===== config.mk =====
export PLATFORM = sky130hd
export DESIGN_NAME = cordic_mul_k_norm_sched_flat
export DESIGN_NICKNAME = d
export VERILOG_FILES = /design/src/rtl/cordic_mul_k_norm_sched_pkg.sv /design/src/rtl/cordic_mul_k_norm_sched_if.sv /design/src/rtl/cordic_mul_k_norm_sched_lzc.sv /design/src/rtl/cordic_mul_k_norm_sched_shift.sv /design/src/rtl/cordic_mul_k_norm_sched.sv /design/src/flat_wrapper.sv
export SDC_FILE = /design/constraint.sdc
export NUM_CORES = 1
export LEC_CHECK = 0
export BUFFER_PORTS_ARGS = -buffer_cell sky130_fd_sc_hd__buf_2
export CAP_MARGIN = 10
export CELL_PAD_IN_SITES_DETAIL_PLACEMENT = 1
export CELL_PAD_IN_SITES_GLOBAL_PLACEMENT = 1
export CORE_ASPECT_RATIO = 0.75
export CORE_MARGIN = 5
export CORE_UTILIZATION = 42
export DETAILED_ROUTE_END_ITERATION = 8
export PLACE_DENSITY_LB_ADDON = 0.1
export SYNTH_ARGS = -nofsm -noshare
export SYNTH_HDL_FRONTEND = slang
export SYNTH_SLANG_ARGS = --single-unit

===== constraint.sdc =====
create_clock -name clk -period 5.8 [get_ports clk]
set_clock_uncertainty 0.05 [all_clocks]
set_input_delay 0.87 -clock clk [delete_from_list [all_inputs] [get_ports clk]]
set_output_delay 0.87 -clock clk [all_outputs]
set_load 0.02 [all_outputs]

===== src/rtl/cordic_mul_k_norm_sched_pkg.sv =====
// rtl/cordic_mul_k_norm_sched_pkg.sv - shared widths, channel enum and stage payload for the K-product normaliser
// Contents:
//   PROD_W / MANT_W / SHIFT_W / MAX_SHIFT  datapath widths and largest usable shift
//   NORM_EXP_W / NORM_TAG_W                exponent and tag widths carried in the stage payload
//   ch_e                                   channel id, CH_X = 0, CH_Y = 1
//   stage_t                                stage A payload (prod, exp, sign, tag, ch)
package cordic_norm_pkg;

  localparam int PROD_W     = 48;
  localparam int MANT_W     = 23;
  localparam int SHIFT_W    = 5;
  localparam int MAX_SHIFT  = 31;
  localparam int NORM_EXP_W = 8;
  localparam int NORM_TAG_W = 4;

  typedef enum logic {
    CH_X = 1'b0,
    CH_Y = 1'b1
  } ch_e;

  typedef struct packed {
    logic [PROD_W-1:0]     prod;
    logic [NORM_EXP_W-1:0] exp;
    logic                  sign;
    logic [NORM_TAG_W-1:0] tag;
    ch_e                   ch;
  } stage_t;

endpackage


===== src/rtl/cordic_mul_k_norm_sched_if.sv =====
// rtl/cordic_mul_k_norm_sched_if.sv - request/result bundle between multiplier, normaliser and packer
// Signals:
//   x_* / y_*  per-channel request: valid, ready, prod[47:0], exp, sign, tag
//   out_*      result: valid, ready, ch, mant[22:0], exp, sign, tag, zero
// Modports:
//   master  drives requests and out_ready (multiplier + packer side)
//   slave   the normaliser
interface cordic_mul_k_norm_sched_if
  import cordic_norm_pkg::*;
#(
  parameter int EXP_W = NORM_EXP_W,
  parameter int TAG_W = NORM_TAG_W
);

  logic              x_valid;
  logic              x_ready;
  logic [PROD_W-1:0] x_prod;
  logic [EXP_W-1:0]  x_exp;
  logic              x_sign;
  logic [TAG_W-1:0]  x_tag;

  logic              y_valid;
  logic              y_ready;
  logic [PROD_W-1:0] y_prod;
  logic [EXP_W-1:0]  y_exp;
  logic              y_sign;
  logic [TAG_W-1:0]  y_tag;

  logic              out_valid;
  logic              out_ready;
  logic              out_ch;
  logic [MANT_W-1:0] out_mant;
  logic [EXP_W-1:0]  out_exp;
  logic              out_sign;
  logic [TAG_W-1:0]  out_tag;
  logic              out_zero;

  modport master (
    output x_valid, x_prod, x_exp, x_sign, x_tag,
    output y_valid, y_prod, y_exp, y_sign, y_tag,
    output out_ready,
    input  x_ready, y_ready,
    input  out_valid, out_ch, out_mant, out_exp, out_sign, out_tag, out_zero
  );

  modport slave (
    input  x_valid, x_prod, x_exp, x_sign, x_tag,
    input  y_valid, y_prod, y_exp, y_sign, y_tag,
    input  out_ready,
    output x_ready, y_ready,
    output out_valid, out_ch, out_mant, out_exp, out_sign, out_tag, out_zero
  );

endinterface


===== src/rtl/cordic_mul_k_norm_sched_lzc.sv =====
// rtl/cordic_mul_k_norm_sched_lzc.sv - combinational 48-bit leading-zero counter
// Ports:
//   prod      in  48  value to scan
//   count     out 6   leading zeros (48 when prod is zero)
//   all_zero  out 1   prod == 0
module cordic_norm_lzc
  import cordic_norm_pkg::*;
(
  input  logic [PROD_W-1:0] prod,
  output logic [5:0]        count,
  output logic              all_zero
);

  // Scan upward so the highest set bit is the last to write the count.
  always_comb begin
    count = 6'(PROD_W);
    for (int i = 0; i < PROD_W; i++) begin
      if (prod[i]) count = 6'(PROD_W - 1 - i);
    end
  end

  assign all_zero = ~|prod;

endmodule


===== src/rtl/cordic_mul_k_norm_sched_shift.sv =====
// rtl/cordic_mul_k_norm_sched_shift.sv - 48-to-23 normalising left shifter with guard bit
// Ports:
//   prod   in  48  K-product
//   shift  in  5   left shift amount
//   mant   out 23  prod[46-shift : 24-shift], zero-filled below bit 0
//   guard  out 1   prod[23-shift], 0 when that index is negative
module cordic_norm_shift
  import cordic_norm_pkg::*;
(
  input  logic [PROD_W-1:0]  prod,
  input  logic [SHIFT_W-1:0] shift,
  output logic [MANT_W-1:0]  mant,
  output logic               guard
);

  logic [PROD_W-1:0] shifted;
  logic              unused_bits;

  assign shifted     = prod << shift;
  // Bit 47 is the hidden one after normalisation; bits below the guard are discarded.
  assign mant        = shifted[46:24];
  assign guard       = shifted[23];
  assign unused_bits = ^{shifted[47], shifted[22:0]};

endmodule


===== src/rtl/cordic_mul_k_norm_sched.sv =====
// rtl/cordic_mul_k_norm_sched.sv - shared X/Y K-product normaliser with round-robin arbitration
// Ports:
//   clk  in  clock
//   rst  in  asynchronous reset, active-high
//   bus  slave modport of cordic_mul_k_norm_sched_if (x_*, y_* requests, out_* result)
// Build option:
//   CORDIC_NORM_ROUND_EN  round half-up on the guard bit; undefined = truncate
module cordic_mul_k_norm_sched
  import cordic_norm_pkg::*;
#(
  parameter int EXP_W = NORM_EXP_W,
  parameter int TAG_W = NORM_TAG_W
) (
  input  logic                        clk,
  input  logic                        rst,
  cordic_mul_k_norm_sched_if.slave    bus
);

  // Stage A: capture register
  stage_t a_q, a_d;
  logic   a_valid_q;
  ch_e    rr_q;             // last granted channel

  // Stage B: output register
  logic              out_valid_q;
  logic              out_ch_q;
  logic [MANT_W-1:0] out_mant_q;
  logic [EXP_W-1:0]  out_exp_q;
  logic              out_sign_q;
  logic [TAG_W-1:0]  out_tag_q;
  logic              out_zero_q;

  logic grant_x, grant_y, b_advance, a_accept, x_rdy, y_rdy, fire;

  assign b_advance = !out_valid_q || bus.out_ready;
  assign a_accept  = !a_valid_q || b_advance;

  // Contention goes to the channel that was not granted last.
  assign grant_x = bus.x_valid && (!bus.y_valid || rr_q == CH_Y);
  assign grant_y = bus.y_valid && (!bus.x_valid || rr_q == CH_X);
  assign x_rdy   = grant_x && a_accept && !rst;
  assign y_rdy   = grant_y && a_accept && !rst;
  assign fire    = x_rdy || y_rdy;

  always_comb begin
    a_d = '0;
    if (grant_y) begin
      a_d.prod = bus.y_prod;
      a_d.exp  = bus.y_exp;
      a_d.sign = bus.y_sign;
      a_d.tag  = bus.y_tag;
      a_d.ch   = CH_Y;
    end else begin
      a_d.prod = bus.x_prod;
      a_d.exp  = bus.x_exp;
      a_d.sign = bus.x_sign;
      a_d.tag  = bus.x_tag;
      a_d.ch   = CH_X;
    end
  end

  always_ff @(posedge clk or posedge rst) begin
    if (rst) begin
      a_valid_q <= 1'b0;
      a_q       <= '0;
      rr_q      <= CH_Y;
    end else begin
      if (a_accept) begin
        a_valid_q <= fire;
        if (fire) a_q <= a_d;
      end
      if (fire) rr_q <= a_d.ch;
    end
  end

  // Stage B datapath
  logic [5:0]         lz;
  logic               all_zero;
  logic [SHIFT_W-1:0] s;
  logic [MANT_W-1:0]  mant_sh, b_mant;
  logic               guard;
  logic [EXP_W-1:0]   b_exp;
  logic               b_zero;

  cordic_norm_lzc u_lzc (
    .prod     (a_q.prod),
    .count    (lz),
    .all_zero (all_zero)
  );

  assign s = lz[SHIFT_W-1:0];

  cordic_norm_shift u_shift (
    .prod  (a_q.prod),
    .shift (s),
    .mant  (mant_sh),
    .guard (guard)
  );

  always_comb begin
    b_mant = mant_sh;
    b_exp  = EXP_W'(a_q.exp) - EXP_W'(s);
    b_zero = 1'b0;
`ifdef CORDIC_NORM_ROUND_EN
    if (guard) begin
      // Carry out of an all-ones mantissa renormalises to 1.0 x 2^(exp+1).
      if (&mant_sh) begin
        b_mant = '0;
        b_exp  = b_exp + EXP_W'(1);
      end else begin
        b_mant = mant_sh + MANT_W'(1);
      end
    end
`endif
    // Flush overrides rounding: too small to normalise, or exponent would reach zero.
    if (all_zero || lz > 6'(MAX_SHIFT) || EXP_W'(a_q.exp) <= EXP_W'(s)) begin
      b_zero = 1'b1;
      b_mant = '0;
      b_exp  = '0;
    end
  end

`ifndef CORDIC_NORM_ROUND_EN
  logic unused_guard;
  assign unused_guard = guard;
`endif

  always_ff @(posedge clk or posedge rst) begin
    if (rst) begin
      out_valid_q <= 1'b0;
      out_ch_q    <= 1'b0;
      out_mant_q  <= '0;
      out_exp_q   <= '0;
      out_sign_q  <= 1'b0;
      out_tag_q   <= '0;
      out_zero_q  <= 1'b0;
    end else if (b_advance) begin
      out_valid_q <= a_valid_q;
      if (a_valid_q) begin
        out_ch_q   <= a_q.ch;
        out_mant_q <= b_mant;
        out_exp_q  <= b_exp;
        out_sign_q <= a_q.sign;
        out_tag_q  <= TAG_W'(a_q.tag);
        out_zero_q <= b_zero;
      end
    end
  end

  assign bus.x_ready   = x_rdy;
  assign bus.y_ready   = y_rdy;
  assign bus.out_valid = out_valid_q;
  assign bus.out_ch    = out_ch_q;
  assign bus.out_mant  = out_mant_q;
  assign bus.out_exp   = out_exp_q;
  assign bus.out_sign  = out_sign_q;
  assign bus.out_tag   = out_tag_q;
  assign bus.out_zero  = out_zero_q;

endmodule


===== src/flat_wrapper.sv =====
// flat-port wrapper written by rule: the top's interface ports become plain ports
module cordic_mul_k_norm_sched_flat import cordic_norm_pkg::*;
#(
  parameter int EXP_W = NORM_EXP_W,
  parameter int TAG_W = NORM_TAG_W
)
  (clk, rst, bus_x_valid, bus_x_prod, bus_x_exp, bus_x_sign, bus_x_tag, bus_y_valid, bus_y_prod, bus_y_exp, bus_y_sign, bus_y_tag, bus_out_ready, bus_x_ready, bus_y_ready, bus_out_valid, bus_out_ch, bus_out_mant, bus_out_exp, bus_out_sign, bus_out_tag, bus_out_zero);
  cordic_mul_k_norm_sched_if #(.EXP_W(EXP_W), .TAG_W(TAG_W)) bus_i ();
  input  logic clk;
  input  logic rst;
  input wire logic [$bits(bus_i.x_valid)-1:0] bus_x_valid;
  input wire logic [$bits(bus_i.x_prod)-1:0] bus_x_prod;
  input wire logic [$bits(bus_i.x_exp)-1:0] bus_x_exp;
  input wire logic [$bits(bus_i.x_sign)-1:0] bus_x_sign;
  input wire logic [$bits(bus_i.x_tag)-1:0] bus_x_tag;
  input wire logic [$bits(bus_i.y_valid)-1:0] bus_y_valid;
  input wire logic [$bits(bus_i.y_prod)-1:0] bus_y_prod;
  input wire logic [$bits(bus_i.y_exp)-1:0] bus_y_exp;
  input wire logic [$bits(bus_i.y_sign)-1:0] bus_y_sign;
  input wire logic [$bits(bus_i.y_tag)-1:0] bus_y_tag;
  input wire logic [$bits(bus_i.out_ready)-1:0] bus_out_ready;
  output wire logic [$bits(bus_i.x_ready)-1:0] bus_x_ready;
  output wire logic [$bits(bus_i.y_ready)-1:0] bus_y_ready;
  output wire logic [$bits(bus_i.out_valid)-1:0] bus_out_valid;
  output wire logic [$bits(bus_i.out_ch)-1:0] bus_out_ch;
  output wire logic [$bits(bus_i.out_mant)-1:0] bus_out_mant;
  output wire logic [$bits(bus_i.out_exp)-1:0] bus_out_exp;
  output wire logic [$bits(bus_i.out_sign)-1:0] bus_out_sign;
  output wire logic [$bits(bus_i.out_tag)-1:0] bus_out_tag;
  output wire logic [$bits(bus_i.out_zero)-1:0] bus_out_zero;
  assign bus_i.x_valid = bus_x_valid;
  assign bus_i.x_prod = bus_x_prod;
  assign bus_i.x_exp = bus_x_exp;
  assign bus_i.x_sign = bus_x_sign;
  assign bus_i.x_tag = bus_x_tag;
  assign bus_i.y_valid = bus_y_valid;
  assign bus_i.y_prod = bus_y_prod;
  assign bus_i.y_exp = bus_y_exp;
  assign bus_i.y_sign = bus_y_sign;
  assign bus_i.y_tag = bus_y_tag;
  assign bus_i.out_ready = bus_out_ready;
  assign bus_x_ready = bus_i.x_ready;
  assign bus_y_ready = bus_i.y_ready;
  assign bus_out_valid = bus_i.out_valid;
  assign bus_out_ch = bus_i.out_ch;
  assign bus_out_mant = bus_i.out_mant;
  assign bus_out_exp = bus_i.out_exp;
  assign bus_out_sign = bus_i.out_sign;
  assign bus_out_tag = bus_i.out_tag;
  assign bus_out_zero = bus_i.out_zero;
  cordic_mul_k_norm_sched #(.EXP_W(EXP_W), .TAG_W(TAG_W)) u_core (.clk(clk), .rst(rst), .bus(bus_i));
endmodule

==> flow_summary.json, run 1 <==
{
  "die-area_um2": 22400,
  "drive_gt1_frac": 0.231,
  "num_antenna_cells": 0,
  "antenna_found_initial": 0,
  "synthDistinctLibCells": 82,
  "finalWirelength_um": 29900,
  "grt_pass1_vias": 8326,
  "post_cts_hold_buffer_count": 0,
  "grt.total_usage": 0.263,
  "clock_latency_ns": 0.37,
  "status": "finished, final reports clean",
  "maxCapViolCount": 0,
  "start_util": 0.424,
  "gr-total-overflow": 0,
  "ys.flop_type": "dfrtp_1",
  "min_period_ns": 4.73,
  "hpwl_um": 22800,
  "start_kind": "flip-flop",
  "cts_resized": 0,
  "tightestPinTransition_ns": 1.15,
  "tns_ns": 0,
  "gp_congestion": 0.920,
  "critical_path_class": "flip-flop to flip-flop",
  "synthCells": 970,
  "synth_edf_count": 0,
  "netlist_area_um2": 8180,
  "antenna_left": 0,
  "syn_to_final_growth_pct": 15.4,
  "clock_sinks": 103,
  "powerDensity_nw_per_um2": 543,
  "drt-initial-drc-count": 550,
  "dp_slack_ns": 1.17,
  "port_buffers": 167,
  "rows": 44,
  "dr.pass1.iters": 5,
  "layout_commonest_cell": "buf_2",
  "power_leakage_nw": 4.25,
  "cts_tree": "done",
  "dieWidth_um": 171,
  "fin_crit_sh": 0.815,
  "cts-root-buf": "clkbuf_16",
  "finalSetupViolations": 0,
  "synth.net_count": 1103,
  "die_y_um": 131,
  "drcViolationCount": 0,
  "min_path_cells": 2,
  "crit_arrival_ns": 4.97,
  "htreeDepth": 3,
  "fin_ws_ns": 1.07,
  "wl_per_cell_um": 22.3,
  "pin_count": 168,
  "rsz0062_at_grt": "false",
  "clockBufferDepth": 2,
  "vias": 8316,
  "core-area_um2": 19300,
  "cp.required_ns": 6.04,
  "synth_seq_area_share": 0.315,
  "peakVddDrop_uv": 204,
  "hp-class": "flip-flop to flip-flop",
  "clkTransAtPathRegs_ns": 0.08,
  "num-nets-final": 1213,
  "timing.fmax_mhz": 211,
  "vias_per_cell": 6.22,
  "final_cell_mix": "buf_2 (167), nand2_1 (113), dfrtp_1 (102), o21ai_0 (98), mux2i_1 (90)",
  "async_reset_ff_frac": 1.00,
  "syn_avg_cell_area_um2": 8.43,
  "slew_headroom": 0.229,
  "grt_pass1_wl_um": 46600,
  "yosysWarnings": 0,
  "grt_start_max_net_pins": 93,
  "hold_violations": 0,
  "r2r_cells": 14,
  "crit_fanout": 25,
  "cp-end-kind": "flip-flop",
  "numCtsBuffers": 9,
  "synth-seq-cells": 103,
  "cts_setup_buffers": 0,
  "slew_viol_final": 0
}
==> layout make-up <==
type	count	area [um^2]
fillers	2356	9830
clock buffers	9	225
inverters	24	95.1
flip-flops and latches	103	2580
well taps	253	317
multi-input cells	759	5160
repair buffers	183	968
clock inverters	7	95.1
==> critical path: stages (launching register included) <==
cell and delay, ns:
dfrtp_1 0.47, or4_1 0.63, or2_2 0.38, a21oi_4 0.68
nor2_8 0.16, fa_1 0.45, nor2b_1 0.12, o21ai_0 0.09
a21oi_1 0.24, o32a_1 0.21, o31ai_2 0.08, buf_4 0.22
nor2_1 0.47, o21ai_0 0.24, o211ai_1 0.13
==> synth_stat cells (7+ instances only) <==
cell type / number / share of area
a221o_1: 11 / 0.013
a21oi_1: 46 / 0.028
and2_1: 10 / 0.0077
inv_1: 23 / 0.011
nand2_1: 113 / 0.052
o31ai_1: 11 / 0.010
a31oi_1: 12 / 0.0092
and3_1: 20 / 0.015
o21ai_1: 7 / 0.0043
mux2i_1: 90 / 0.11
nand2b_1: 7 / 0.0054
nand3_1: 34 / 0.021
nor2b_1: 7 / 0.0054
nor2_1: 46 / 0.021
or4_1: 7 / 0.0064
a211oi_1: 15 / 0.014
clkbuf_1: 50 / 0.023
a21o_1: 9 / 0.0083
o21ai_0: 99 / 0.061
mux2_2: 15 / 0.021
o211ai_1: 13 / 0.012
a32oi_1: 8 / 0.0086
a22o_1: 9 / 0.0096
nor4_1: 13 / 0.0099
dfrtp_1: 102 / 0.31
a211o_1: 7 / 0.0075
a22oi_1: 8 / 0.0073
a311oi_1: 7 / 0.0075
a221oi_1: 14 / 0.015
nor3_1: 24 / 0.015
buf_2: 24 / 0.015
==> where the power goes <==
part | switching [W] | internal (W)
registers | 0.000331 | 0.000961
clock network | 0.000338 | 0.000315
logic | 0.00201 | 0.00117
==> layer usage <==
layer  GRT usage  vias up  share of wire
met5           0        -              0
met3      0.0671       27          0.082
li1            -     3916              -
met4      0.0578        0          0.012
met2       0.408      335           0.45
met1       0.372     4038           0.46
==> state kept, by name (all words and copies together), names as in the netlist <==
register / cells
u_core.a_q: 62
u_core.a_valid_q: 1
u_core.bus.out_ch: 1
u_core.bus.out_exp: 8
u_core.bus.out_mant: 23
u_core.bus.out_sign: 1
u_core.bus.out_tag: 4
u_core.bus.out_valid: 1
u_core.bus.out_zero: 1
u_core.rr_q: 1
==> metrics by stage <==
stage	area [um^2]	cells	utilization	hold WS (ns)	power, W
after floorplan	8180	970	-	0.396	0.00344
after CTS	9440	1338	0.490	0.439	0.00508
after detailed placement	9120	1322	0.473	0.419	0.00441
final	9440	1338	0.490	0.435	0.00512
after global routing	9440	1338	0.490	0.466	0.00543
after global placement	9120	1322	0.473	0.411	0.00439
==> logic make-up after synthesis <==
| logic type | after synthesis | share of synthesized area |
|---|---|---|
| AO/OA/AOI/OAI | 343 | 0.299 |
| XOR/XNOR | 5 | 0.00536 |
| adder cells (fa/ha/maj) | 6 | 0.0101 |
| buffers and inverters | 108 | 0.0572 |
| flip-flops | 103 | 0.315 |
| multiplexers | 107 | 0.136 |
| AND/OR/NAND/NOR | 298 | 0.176 |
==> worst paths after layout <==
| path | from | to | slack [ns] |
|---|---|---|---|
| min in group asynchronous | rst | u_core.a_q[6]$_DFFE_PP0P_ | 0.51 |
| max reg2reg | u_core.a_q[54]$_DFFE_PP0P_ | u_core.bus.out_mant[18]$_DFFE_PP0P_ | 1.07 |
| min | u_core.bus.out_exp[2]$_DFFE_PP0P_ | u_core.bus.out_exp[2]$_DFFE_PP0P_ | 0.44 |
| max in group asynchronous | rst | u_core.a_q[25]$_DFFE_PP0P_ | 3.99 |
| min reg2reg | u_core.bus.out_exp[2]$_DFFE_PP0P_ | u_core.bus.out_exp[2]$_DFFE_PP0P_ | 0.44 |
| max | u_core.a_q[54]$_DFFE_PP0P_ | u_core.bus.out_mant[18]$_DFFE_PP0P_ | 1.07 |
Note: power is estimated with default switching activity, not from simulation.
==> run 2, diff against run 1 <==
Clock period 5.8 ns to 4.85 ns, I/O delays scaled along.
==> flow_summary.json, run 2 (synthesis gave the netlist of run 1 again) <==
{
  "wl_met3_um": 2360,
  "p_seq_frac": 0.247,
  "top_register": "u_core.a_q",
  "drt-initial-drc-count": 740,
  "gp_congestion": 0.920,
  "critical_path_class": "flip-flop to flip-flop",
  "antenna_left": 0,
  "rr_endpoint": "u_core.bus.out_mant[15]$_DFFE_PP0P_",
  "drive_gt1_frac": 0.238,
  "combPwrFrac": 0.633,
  "vias_per_cell": 6.27,
  "crit_arrival_ns": 4.69,
  "start_kind": "flip-flop",
  "grt.total_usage": 0.272,
  "die_y_um": 131,
  "antenna_found_initial": 1,
  "wl_met1_um": 14100,
  "top_layer": "met5",
  "pin_count": 168,
  "crit_fanout": 9,
  "drcViolationCount": 0,
  "crit_end": "u_core.bus.out_mant[15]$_DFFE_PP0P_",
  "htreeDepth": 3,
  "power_leakage_nw": 4.29,
  "core-area_um2": 19300,
  "nFillCells": 2397,
  "layout_commonest_cell": "buf_2",
  "final_cell_mix": "buf_2 (167), nand2_1 (113), dfrtp_1 (102), o21ai_0 (98), mux2i_1 (90)",
  "hp-class": "flip-flop to flip-flop",
  "tns_ns": 0,
  "min_period_ns": 4.49,
  "r2r-start": "u_core.a_q[15]$_DFFE_PP0P_",
  "dr.pass1.iters": 5,
  "whs_ns": 0.434,
  "final_area_um2": 9490,
  "hpwl_um": 23600,
  "hold_violations": 0,
  "critPathSlowestCell": "a221oi_4",
  "dpl_cell_area_um2": 9190,
  "dieWidth_um": 171,
  "cp.required_ns": 5.05,
  "num-nets-final": 1223,
  "largest_reg_flops": 62,
  "utilization": 0.493,
  "die-area_um2": 22400,
  "met2WireLength_um": 13600,
  "clock_latency_ns": 0.37,
  "rsz0062_at_grt": "false",
  "num_antenna_cells": 0,
  "finalWirelength_um": 30700,
  "wl_per_cell_um": 22.7,
  "r2r_slack_ns": 0.36,
  "grt_pass1_wl_um": 47600,
  "maxCapViolCount": 0,
  "slew_viol_final": 0,
  "grt_pass1_vias": 8343,
  "fin_crit_sh": 0.926,
  "cp_cell_sequence": "nand2b_1 -> a2111oi_0 -> o221ai_1 -> a221oi_4 -> nor2_2 -> inv_1 -> ha_1 -> fa_1 -> nor2b_1 -> o21ai_0 -> a21oi_1 -> o32a_1 -> o31ai_2 -> nor2_1 -> nand2_1 -> o2bb2ai_1 -> a211o_1",
  "cp-end-kind": "flip-flop",
  "power.switching_w": 0.00323,
  "power.internal_w": 0.00294,
  "port_buffers": 167,
  "status": "finished, final reports clean",
  "tightestPinTransition_ns": 0.985,
  "numCtsBuffers": 9,
  "rows": 44,
  "post_cts_hold_buffer_count": 0,
  "worstSetupStartpoint": "u_core.a_q[15]$_DFFE_PP0P_",
  "finalSetupViolations": 0,
  "powerDensity_nw_per_um2": 650,
  "cts_tree": "done",
  "clockBufferDepth": 2,
  "total_power_w": 0.00617,
  "clockPowerShare": 0.119,
  "peakVddDrop_uv": 228,
  "grt_start_max_net_pins": 98,
  "r2r_cells": 17,
  "slew_headroom": 0.344,
  "clock_sinks": 103,
  "clkTransAtPathRegs_ns": 0.08,
  "syn_to_final_growth_pct": 16.1,
  "gr-total-overflow": 0,
  "slowest_delay_ns": 0.48,
  "cts-root-buf": "clkbuf_16",
  "power.share.switching": 0.524,
  "timing.fmax_mhz": 223,
  "start_util": 0.424,
  "vias": 8449
}
[run 2: cell types whose count changed in the layout (fill, tap and decap cells not counted), sizes merged]
cell / delta
inv: +1
clkinvlp: -1
buf: +10
[run 2: power groups by stage]
stage | Clock [W] | Sequential (W) | Combinational (W)
CTS | 0.000754 | 0.00152 | 0.00384
finish | 0.000737 | 0.00153 | 0.00391
global placement | 0 | 0.00152 | 0.00381
detailed placement | 0 | 0.00153 | 0.00383
floorplan | 0 | 0.00153 | 0.00258
global route | 0.000786 | 0.00157 | 0.00418
[run 2: worst max-delay path: cells and delay by family, from the launching register on]
kind	cells	cell delay (ns)
AOI/OAI and AO/OA	9	2.66
and+or+nand+nor	5	0.69
DFF	1	0.47
buffers and inverters	1	0.09
adders and majority gates	2	0.42
[run 2: cell type report]
type                            count  area (um^2)  area share
Timing Repair Buffer              193         1040       0.110
Clock inverter                      7         62.6     0.00659
Multi-Input combinational cell    759         5170       0.545
Inverter                           24         95.1      0.0100
Clock buffer                        9          225      0.0237
Sequential cell                   103         2580       0.272
Tap cell                          253          317      0.0334
[run 2: what timing repair did]
item	in CTS	in global routing
endpoints found under the setup margin	0	1
buffers inserted	0	0
resized for setup	0	1
[run 2: routing by layer]
layer / vias to the layer above / track usage
met2: 316 / 0.420
li1: 3926 / -
met3: 46 / 0.0638
met1: 4159 / 0.388
met5: - / 0
met4: 2 / 0.0643
[run 2: worst min-delay path by stage]
| stage | end | depth (start not counted) | from | slack, ns |
|---|---|---|---|---|
| 2_1_floorplan | u_core.a_q[1]$_DFFE_PP0P_ | 2 | u_core.a_q[1]$_DFFE_PP0P_ | 0.40 |
| 3_3_place_gp | u_core.a_q[6]$_DFFE_PP0P_ | 2 | u_core.a_q[6]$_DFFE_PP0P_ | 0.41 |
| 3_5_place_dp | u_core.bus.out_exp[2]$_DFFE_PP0P_ | 2 | u_core.bus.out_exp[2]$_DFFE_PP0P_ | 0.42 |
| 4_1_cts | u_core.bus.out_exp[2]$_DFFE_PP0P_ | 2 | u_core.bus.out_exp[2]$_DFFE_PP0P_ | 0.44 |
| 5_1_grt | u_core.bus.out_mant[20]$_DFFE_PP0P_ | 2 | u_core.bus.out_mant[20]$_DFFE_PP0P_ | 0.46 |
| 6_report | u_core.bus.out_mant[20]$_DFFE_PP0P_ | 2 | u_core.bus.out_mant[20]$_DFFE_PP0P_ | 0.43 |
[run 2: per-stage QoR]
stage                     worst slack (ns)  cells
after floorplan                      0.344    970
after global routing                0.0543   1348
after CTS                            0.420   1348
after global placement               0.580   1332
after detailed placement             0.464   1332
final                                0.357   1348
==> run 3, diff against run 2 <==
Settings changed: SLEW_MARGIN from default to 20.
Clock period 4.85 ns to 4.3 ns, I/O delays scaled along.
==> flow_summary.json, run 3 (synthesis gave the netlist of run 1 again) <==
{
  "num-nets-final": 1262,
  "grt_pass1_wl_um": 47700,
  "start_kind": "flip-flop",
  "gr-total-overflow": 0,
  "top_register": "u_core.a_q",
  "finalWirelength_um": 30600,
  "grt_pass1_vias": 8401,
  "final_area_um2": 9890,
  "syn_to_final_growth_pct": 21.0,
  "critical_path_class": "flip-flop to flip-flop",
  "hp-class": "input pin to async pin",
  "drt-initial-drc-count": 714,
  "start_util": 0.424,
  "clkTransAtPathRegs_ns": 0.08,
  "whs_ns": 0.228,
  "timing.fmax_mhz": 243,
  "rows": 44,
  "r2r_cells": 17,
  "finalSetupViolations": 0,
  "crit_fanout": 5,
  "clockBufferDepth": 2,
  "status": "finished, final reports clean",
  "gp_congestion": 0.949,
  "drcViolationCount": 0,
  "dr.pass1.iters": 5,
  "hold_violations": 0,
  "vias": 8556,
  "pin_count": 168,
  "hpwl_um": 23700,
  "tightestPinTransition_ns": 0.978,
  "antenna_found_initial": 0,
  "final_cell_mix": "buf_2 (167), nand2_1 (112), dfrtp_1 (102), o21ai_0 (97), mux2i_1 (90)",
  "grt_start_max_net_pins": 62,
  "numPlacedInstances": 1369,
  "cts_tree": "done",
  "dieWidth_um": 171,
  "maxCapViolCount": 0,
  "dpl_cell_area_um2": 9480,
  "powerDensity_nw_per_um2": 732,
  "dp_slack_ns": 0.0494,
  "fin_ws_ns": 0.186,
  "clock_sinks": 103,
  "numCtsBuffers": 9,
  "wl_per_cell_um": 22.1,
  "nFillCells": 2387,
  "die_y_um": 131,
  "num_antenna_cells": 0,
  "slew_headroom": 0.348,
  "peakVddDrop_uv": 282,
  "min_period_ns": 4.11,
  "fin_crit_sh": 0.957,
  "cp-end-kind": "flip-flop",
  "vias_per_cell": 6.17,
  "die-area_um2": 22400,
  "rr_endpoint": "u_core.bus.out_mant[8]$_DFFE_PP0P_",
  "r2r_slack_ns": 0.19,
  "htreeDepth": 3,
  "cp.required_ns": 4.48,
  "crit_arrival_ns": 4.29,
  "power_leakage_nw": 4.51,
  "r2r-start": "u_core.a_q[15]$_DFFE_PP0P_",
  "core-area_um2": 19300,
  "slew_viol_final": 0,
  "clock_latency_ns": 0.37,
  "port_buffers": 167,
  "final_cell_count_no_fill": 1387,
  "grt.total_usage": 0.269,
  "cts-root-buf": "clkbuf_16",
  "largest_reg_flops": 62,
  "tns_ns": 0,
  "antenna_left": 0,
  "drive_gt1_frac": 0.275,
  "layout_commonest_cell": "buf_2"
}
==> run 3: cell count changes in the layout (fill, tap and decap cells not counted), moves of 2 or more <==
cell	before	now
a211oi_2	0	2
buf_4	25	64
a211oi_1	15	13
nor4_4	0	2
clkinv_4	2	0
nor4_1	13	11
==> run 3: final cells by class <==
cell class / count / area, um^2 / area share
clock inverters: 7 / 95.1 / 0.00961
multi-input cells: 759 / 5250 / 0.530
well taps: 253 / 317 / 0.0320
repair buffers: 232 / 1340 / 0.135
clock buffers: 9 / 225 / 0.0228
inverters: 24 / 95.1 / 0.00961
flip-flops and latches: 103 / 2580 / 0.261
==> run 3: through the flow <==
stage          power (W)   util
6_report         0.00724  0.513
5_1_grt          0.00769  0.513
4_1_cts          0.00713  0.509
3_5_place_dp     0.00620  0.492
3_3_place_gp     0.00613  0.492
2_1_floorplan    0.00465      -
==> run 3: how the worst max path moves through the flow <==
| stage | endpoint | start | slack (ns) | cells past startpoint |
|---|---|---|---|---|
| final | u_core.bus.out_mant[8]$_DFFE_PP0P_ | u_core.a_q[15]$_DFFE_PP0P_ | 0.19 | 17 |
| after global placement | u_core.bus.out_mant[8]$_DFFE_PP0P_ | u_core.a_q[15]$_DFFE_PP0P_ | 0.19 | 17 |
| after floorplan | u_core.bus.out_mant[8]$_DFFE_PP0P_ | u_core.a_q[48]$_DFFE_PP0P_ | 0.02 | 19 |
| after global routing | u_core.bus.out_mant[8]$_DFFE_PP0P_ | u_core.a_q[15]$_DFFE_PP0P_ | -0.05 | 16 |
| after detailed placement | u_core.bus.out_mant[8]$_DFFE_PP0P_ | u_core.a_q[15]$_DFFE_PP0P_ | 0.05 | 17 |
| after CTS | u_core.bus.out_mant[8]$_DFFE_PP0P_ | u_core.a_q[15]$_DFFE_PP0P_ | 0.02 | 17 |
==> run 3: power breakdown <==
part	switching (W)	internal, W	total [W]
sequential	0.000344	0.00130	0.00164
clock	0.000428	0.000472	0.000900
combinational	0.00291	0.00179	0.00470
total	0.00368	0.00356	0.00724
==> run 3: routing by layer <==
layer,vias to the layer above,global-route usage,wire [um],share of wire
met5,-,0,0,0
met4,0,0.0447,297,0.0097
met3,20,0.0562,2180,0.071
met2,315,0.422,14000,0.46
met1,4229,0.391,14100,0.46
li1,3992,-,-,-
==> run 3: what timing repair did <==
item                                    in CTS  in global routing
setup buffers                                0                  2
hold buffers                                 0                  0
gates resized for setup                      0                 15
endpoints found under the setup margin       0                 17
==> run 3: worst max-delay path, cell delays in order (launching register included) <==
cell and delay, ns:
dfrtp_1 0.38, nand2b_1 0.18, a2111oi_4 0.38, o221ai_2 0.18
a221oi_2 0.42, nor2_2 0.09, inv_1 0.11, ha_1 0.20
fa_1 0.22, nor2b_1 0.05, o21ai_1 0.22, a21oi_2 0.11
o32a_1 0.33, o31a_1 0.39, nand2_2 0.14, nor2_1 0.08
a222oi_1 0.31, o21ai_0 0.14
